## config.mk

```make
export PLATFORM = sky130hd
export DESIGN_NAME = hazard_controller
export DESIGN_NICKNAME = d
export VERILOG_FILES = /design/src/rtl/hazard_controller.sv
export SDC_FILE = /design/constraint.sdc
export NUM_CORES = 1
export LEC_CHECK = 0
export BUFFER_PORTS_ARGS = -buffer_cell sky130_fd_sc_hd__clkbuf_2
export CORE_MARGIN = 3
export CORE_UTILIZATION = 34
export CTS_CLUSTER_DIAMETER = 30
export CTS_CLUSTER_SIZE = 28
export DETAILED_ROUTE_END_ITERATION = 8
export PLACE_DENSITY_LB_ADDON = 0.12
export RECOVER_POWER = 50
export REMOVE_ABC_BUFFERS = 1
export SLEW_MARGIN = 40
export SYNTH_ARGS = -nofsm -noshare
export SYNTH_HDL_FRONTEND = slang
export SYNTH_SLANG_ARGS = --single-unit
```

## constraint.sdc

```tcl
create_clock -name CLOCK -period 1.8 [get_ports CLOCK]
set_input_delay 0.36 -clock CLOCK [delete_from_list [all_inputs] [get_ports CLOCK]]
set_output_delay 0.36 -clock CLOCK [all_outputs]
set_load 0.02 [all_outputs]
```

## src/rtl/hazard_controller.sv

```systemverilog
// Hazard controller for the 5-stage MIPS core: operand forwarding selects, load-use and HI/LO stalls,
// branch flush, and a mult/div busy FSM. Define HAZARD_PERF_COUNTERS_EN to add stall/flush counters.

module hazard_fwd_unit (
  input  logic [4:0] src,
  input  logic       exmem_wr,
  input  logic [4:0] exmem_rd,
  input  logic       memwb_wr,
  input  logic [4:0] memwb_rd,
  output logic [1:0] sel
);
  always_comb begin
    sel = 2'b00;
    if (exmem_wr && exmem_rd != 5'd0 && exmem_rd == src)      sel = 2'b10;
    else if (memwb_wr && memwb_rd != 5'd0 && memwb_rd == src) sel = 2'b01;
  end
endmodule

module hazard_controller #(
  parameter int MULDIV_LAT = 32,
  parameter int CNT_W      = 6
) (
  input  logic        CLOCK,
  input  logic        RESET,
  input  logic [31:0] IFID_Instruction,
  input  logic [4:0]  IDEX_RegRS,
  input  logic [4:0]  IDEX_RegRT,
  input  logic        IDEX_MemRead,
  input  logic [4:0]  IDEX_RegD,
  input  logic        EXMEM_RegWrite,
  input  logic [4:0]  EXMEM_RegD,
  input  logic        MEMWB_RegWrite,
  input  logic [4:0]  MEMWB_RegD,
  input  logic        Branch_Taken,
  input  logic        MulDiv_Start,
  output logic [1:0]  Fwd_A_Sel,
  output logic [1:0]  Fwd_B_Sel,
  output logic        Stall_PC,
  output logic        Stall_IFID,
  output logic        Bubble_IDEX,
  output logic        Flush_IFID,
  output logic        MulDiv_Busy
`ifdef HAZARD_PERF_COUNTERS_EN
  ,
  output logic [31:0] Stall_Count,
  output logic [31:0] Flush_Count
`endif
);
  localparam int NUM_OPS = 2;

  typedef enum logic {ST_RUN, ST_BUSY} state_e;

  state_e           state_q, state_d;
  logic [CNT_W-1:0] cnt_q, cnt_d;

  // Operand 0 is ALU A (rs), operand 1 is ALU B (rt).
  logic [NUM_OPS-1:0][4:0] op_src;
  logic [NUM_OPS-1:0][1:0] fwd_sel;

  assign op_src = {IDEX_RegRT, IDEX_RegRS};

  for (genvar g = 0; g < NUM_OPS; g++) begin : g_fwd
    hazard_fwd_unit u_fwd (
      .src      (op_src[g]),
      .exmem_wr (EXMEM_RegWrite),
      .exmem_rd (EXMEM_RegD),
      .memwb_wr (MEMWB_RegWrite),
      .memwb_rd (MEMWB_RegD),
      .sel      (fwd_sel[g])
    );
  end

  logic [5:0] id_opcode, id_funct;
  logic [4:0] id_rs, id_rt;
  logic       unused_instr_bits;
  logic       load_use, hilo_dep, stall, flush;

  assign id_opcode         = IFID_Instruction[31:26];
  assign id_rs             = IFID_Instruction[25:21];
  assign id_rt             = IFID_Instruction[20:16];
  assign id_funct          = IFID_Instruction[5:0];
  assign unused_instr_bits = ^IFID_Instruction[15:6];

  assign load_use = IDEX_MemRead && IDEX_RegD != 5'd0 &&
                    (IDEX_RegD == id_rs || IDEX_RegD == id_rt);
  assign hilo_dep = id_opcode == 6'd0 &&
                    id_funct inside {6'h10, 6'h12, 6'h18, 6'h19, 6'h1A, 6'h1B};

  // Outputs are forced low while reset is asserted, independent of the clock.
  assign stall = RESET && (load_use || (state_q == ST_BUSY && hilo_dep));
  assign flush = RESET && Branch_Taken && !stall;

  assign Fwd_A_Sel   = RESET ? fwd_sel[0] : 2'b00;
  assign Fwd_B_Sel   = RESET ? fwd_sel[1] : 2'b00;
  assign Stall_PC    = stall;
  assign Stall_IFID  = stall;
  assign Bubble_IDEX = stall;
  assign Flush_IFID  = flush;
  assign MulDiv_Busy = (state_q == ST_BUSY);

  // BUSY lasts MULDIV_LAT-1 cycles; a start while busy cannot occur and is ignored.
  always_comb begin
    state_d = state_q;
    cnt_d   = cnt_q;
    case (state_q)
      ST_RUN: begin
        if (MulDiv_Start) begin
          state_d = ST_BUSY;
          cnt_d   = CNT_W'(MULDIV_LAT - 1);
        end
      end
      ST_BUSY: begin
        cnt_d = cnt_q - CNT_W'(1);
        if (cnt_q == CNT_W'(1)) state_d = ST_RUN;
      end
    endcase
  end

  always_ff @(posedge CLOCK or negedge RESET) begin
    if (!RESET) begin
      state_q <= ST_RUN;
      cnt_q   <= '0;
    end else begin
      state_q <= state_d;
      cnt_q   <= cnt_d;
    end
  end

`ifdef HAZARD_PERF_COUNTERS_EN
  logic [31:0] stall_cnt_q, stall_cnt_d, flush_cnt_q, flush_cnt_d;

  always_comb begin
    stall_cnt_d = stall_cnt_q;
    flush_cnt_d = flush_cnt_q;
    if (stall && stall_cnt_q != 32'hFFFF_FFFF) stall_cnt_d = stall_cnt_q + 32'd1;
    if (flush && flush_cnt_q != 32'hFFFF_FFFF) flush_cnt_d = flush_cnt_q + 32'd1;
  end

  always_ff @(posedge CLOCK or negedge RESET) begin
    if (!RESET) begin
      stall_cnt_q <= '0;
      flush_cnt_q <= '0;
    end else begin
      stall_cnt_q <= stall_cnt_d;
      flush_cnt_q <= flush_cnt_d;
    end
  end

  assign Stall_Count = stall_cnt_q;
  assign Flush_Count = flush_cnt_q;
`endif

endmodule

```

# Word-level counts from Yosys, hierarchy flattened
# Index checks and enable logic that the tools add are counted.
# word_totals
word_cells,50
output_inout_bits,9
reg_bits,7
input_bits,64
# op_classes
bitwise,1
n_addsub,1
eq_ne,14
muxes,11
reduce_logical,21
# ops
op,count
$eq A6 B5 Y1 const B,6
$eq A5 B5 Y1,6
$reduce_bool A5 Y1,3
$logic_and A1 B1 Y1,13
$pmux W6 S2,1
$mux W2,4
$eq A6 B1 Y1 const B,1
$logic_not A6 Y1,1
$mux W6,1
$reduce_bool A6 Y1,1
$sub A6 B1 Y6 const B,1
$mux W1,4
$logic_or A1 B1 Y1,2
$ne A2 B2 Y1 const B,1
$pmux W1 S2,1
$logic_not A1 Y1,1
$not A1 Y1,1

# Depth between registers and ports, before layout
# depth
word_depth,8
depth_mapped,6

# Modules after synthesis
# From an unflattened synthesis, not the netlist that was laid out.
# unflattened
hier_cells,109
hier_area_um2,884.6
# modules_own_cells
mod,cells_per_inst,instances,seq_area_each_um2,area_per_inst_um2
hazard_controller,69,1,175.2,581.8
hazard_fwd_unit,20,2,0.0,151.4

# Worst setup path before layout
# OpenSTA, ideal clock, no wires.
# synth_timing
path_type,input-to-output
start,in IFID_Instruction[27]
end,out Stall_IFID
t_required_ns,1.440
setup_slack_ns,-0.410
arrival_ns,1.850
path_stages,4
path_cell_list,or4_1 or2_2 o32ai_1 buf_4
# synth_between
elab_chain_len,5
# synth_lines
element,line,rtl
"start, declared",25,"input logic [31:0] IFID_Instruction,"
$logic_not A6 Y1,86,assign hilo_dep = id_opcode == 6'd0 &&
$logic_and A1 B1 Y1,87,"id_funct inside {6'h10, 6'h12, 6'h18, 6'h19, 6'h1A, 6'h1B};"
$logic_and A1 B1 Y1,90,assign stall = RESET && (load_use || (state_q == ST_BUSY && hilo_dep));
$logic_or A1 B1 Y1,90,
$logic_and A1 B1 Y1,90,
"end, declared",39,"output logic Stall_IFID,"
# Every way passes these cells.

# Worst setup path after layout
# layout_timing
start,in EXMEM_RegD[1]
end,out Fwd_B_Sel[0]
# layout_between
elab_chain_len,5
elab_cells_between_ends,6
cone_classes,1 x eq/ne; 2 x mux; 3 x reduce/logical
# layout_lines
element,line,rtl
"start, declared",31,"input logic [4:0] EXMEM_RegD,"
$reduce_bool A5 Y1,14,if (exmem_wr && exmem_rd != 5'd0 && exmem_rd == src) sel = 2'b10;
$logic_and A1 B1 Y1,14,
$logic_and A1 B1 Y1 (*),14,
$mux W2 (*),14,
$mux W2 (*),94,assign Fwd_B_Sel = RESET ? fwd_sel[1] : 2'b00;
"end, declared",37,"output logic [1:0] Fwd_B_Sel,"
# Mark *: on every way between the ends. The rest lies on a longest branch, timed or not.

==> results list <==
* Number of nets in the finished design: between 200 and 250
- Maximum number of pins on one net before global-route repair: 14
- Each instance of the synthesized netlist takes up on average 8.40 um2.
* Final-report max-slew violation count: 0
- The clock drives 7 sinks.
- Most area-consuming cells after synthesis: sky130_fd_sc_hd__xor2_1, sky130_fd_sc_hd__dfrtp_1, sky130_fd_sc_hd__xnor2_1
- In this run the critical register-to-register path is captured at cnt_q[4]$_DFFE_PN0P_.
- Hold repair after CTS inserted 0 buffers.
- The first TritonRoute pass finished after 4 iterations.
- Final routed DRC violation total: 0
- Slew Limit Headroom: 74.9%
* Detailed Route WL: between 2000 and 3000 um
- After synthesis the netlist holds a flip-flop and latch count of 7.
* CTS tree: built
- Chip height: ~55 um
- Worst slack, placed: -0.310 ns
- The die covers 3080 um2.
* Endpoint required time on the critical path: 1.44 ns
* P per Cell Area: ~600 nW/um2
- Setup CP Type: input port to output port
- Dividing the detail-routed via count by the number of cells gives roughly 5.
- Clock network latency to the later pin of the worst-skew pair: around 0.25 ns
- From synthesis to final layout, the design area changed by 72.5%.
- Maximum Capacitance Violations: 0
* Fin util: 63.1%
* Chip Width: 55.5 um
- Setup violations remaining at the end of the flow were counted as 8.
* Top cells by count, synth: sky130_fd_sc_hd__xor2_1, sky130_fd_sc_hd__dfrtp_1
- For this run, the total global-route usage over all layers was measured as approximately 17%.
* Worst R2R Path Depth: 6
* ANT cells: 0
- Number of synthesis warnings: 0
- The detailed router placed 1020 vias in this run.
- Proportion of synthesized flip-flops having asynchronous set or reset: 100%
- Outcome: complete, but fails checks
- Crit Path Max Fanout: 2
* RSZ-0062 raised after global routing: yes
- Post-synthesis instance total: 99
- The congestion estimate from routability-driven global placement came to around 0.85.
* Fill cells: 209
- Maximum buffer depth of the clock tree: 2
* Setup crit start: EXMEM_RegD[1]
* Unique cell type count in the Yosys netlist: 33
* Antenna violations before repair: 0
- The number of hold violations in the final report was 0.
- GRT Residual Overflow: 0
* Area share of the largest cell type after synthesis: roughly 25%
- Tightest Pin Transition: around 0.37 ns
- Placed wire-length estimate after detailed placement: around 2000 um
* Number of enable flip-flop cells after synthesis: 0
- Post-CTS setup buffer count: 0
- Row generation in the floorplan step produced 17 rows.
* Initial standard-cell utilization of the core: a little over a third
* Synth Cell Area: ~830 um2
* Largest voltage drop on the vdd net: approximately 0.65 mV
- Adding up every negative setup slack in the final design gives -1.33 ns.
- Primary FF master, synth: sky130_fd_sc_hd__dfrtp_1
- Buffers inserted during clock tree synthesis total 3.
- Number of H-tree branching levels: 1
* Clock tree root driver cell: sky130_fd_sc_hd__clkbuf_4
- Subtracting the final worst setup slack from the clock period gives 2.09 ns.
* Dominant cell by count in the synthesized netlist: sky130_fd_sc_hd__xor2_1
* Worst-case clock skew: 0.00337 ns
* Final worst path period share: 116%
* Startpoint of the lowest-slack register-to-register path: cnt_q[0]$_DFFE_PN0P_
- I/O Buffers: just over 60
- Across all hold checks on the routed design, the worst slack comes to between 0.08 and 0.09 ns.
- Iter 0 DRT Violations: 22
- The number of global-route vias before repair came to 1049.
- The first global-routing pass estimated between 4000 and 5000 um of wire.
- The final reports fail on negative setup slack.
- Worst Setup Start Kind: input port
* Static Leak: 0.000695 uW
- Setup WS post-layout: -0.292 ns
* Worst setup slack for register-to-register paths: 0.37 ns
* Crit path to: Fwd_B_Sel[0]
* Endpoint type of the worst setup path: output port
- Sequential fraction of the synthesis area: between 20% and 30%
- Register clock-pin slew on the reported worst setup and hold paths: ~0.050 ns
- During I/O placement, the number of pins put on the boundary was 73.
- Core Box Area: 2280 um2
- Endpoint arrival time on the critical path: about 1.7 ns
- Type of the worst min-delay path: input port to asynchronous set/reset pin
- In the final layout, the share of cells above drive strength 1 is between 50% and 60%.
- Maximum achievable frequency: around 480 MHz
* Post-synth top area cell: sky130_fd_sc_hd__xor2_1
- Final antenna-violating net count: 0
* DR WL/cell: around 13 um
## critical path: stages
cell and delay, ns:
sky130_fd_sc_hd__clkbuf_2 0.09, sky130_fd_sc_hd__or4_4 0.53, sky130_fd_sc_hd__o21ai_2 0.16, sky130_fd_sc_hd__nor4_2 0.08, sky130_fd_sc_hd__nor4_2 0.30, sky130_fd_sc_hd__buf_2 0.21
## state kept, by name (all words and copies together) (netlist names)
signal	count
cnt_q	6
MulDiv_Busy	1
## cells in the final DEF, fill, tap and decap left out, types with 4 or more instances in the layout
master	count
sky130_fd_sc_hd__clkbuf_4	4
sky130_fd_sc_hd__dfrtp_1	7
sky130_fd_sc_hd__nor2_1	6
sky130_fd_sc_hd__buf_4	16
sky130_fd_sc_hd__nor3_1	4
sky130_fd_sc_hd__xor2_1	24
sky130_fd_sc_hd__xnor2_1	6
sky130_fd_sc_hd__a21oi_1	6
sky130_fd_sc_hd__clkbuf_2	50
sky130_fd_sc_hd__inv_1	5
## cells by family (layout without fill, tap and decap cells)
group	after synthesis	after routing	share of synthesized area [%]
buffers and inverters	8	85	4.51
AOI/OAI and AO/OA	17	17	13.5
and+or+nand+nor	35	35	26.3
DFF	7	7	21.1
adders and majority gates	2	2	3.01
xor gates and xnor gates	30	30	31.6
## repair_timing
| item | CTS | global route |
|---|---|---|
| endpoints found under the hold margin | 0 | 0 |
| gates resized for setup | 21 | 15 |
| pin swaps | 2 | 3 |
| endpoints found under the setup margin | 8 | 8 |
## worst min-delay path by stage
stage	to	from
global route	cnt_q[4]$_DFFE_PN0P_	RESET
finish	cnt_q[4]$_DFFE_PN0P_	RESET
detailed placement	cnt_q[4]$_DFFE_PN0P_	RESET
CTS	cnt_q[3]$_DFFE_PN0P_	RESET
global placement	cnt_q[4]$_DFFE_PN0P_	RESET
floorplan	MulDiv_Busy$_DFF_PN0_	RESET
## per-stage QoR
step / total power, uW / instances / area, um2
after detailed placement: 689 / 200 / 1270
after floorplan: 516 / 96 / 813
after global placement: 664 / 200 / 1270
final: 860 / 204 / 1440
after global routing: 937 / 204 / 1440
after CTS: 856 / 204 / 1390
## layer usage
layer  track usage [%]  vias up  share of wire (%)
met1              18.3      453                 39
met5                 0        -                  0
li1                  -      506                  -
met3              4.91        4                9.1
met4              5.21        0                1.1
met2              30.6       57                 51
## power breakdown
part	switching [uW]	leakage (uW)	total, uW	internal, uW
combinational	211	0.000602	428	218
clock	59.4	0.0000150	144	84.7
sequential	58.9	0.0000777	288	229
## final cells by class
type,count,area [um2],share of cell area (%)
well taps,28,35.0,2.44
repair buffers,76,480,33.5
multi-input cells,84,699,48.7
flip-flops and latches,7,175,12.2
inverters,5,18.8,1.31
clock buffers,4,26.3,1.83
Power figures use the tool's default switching activity.
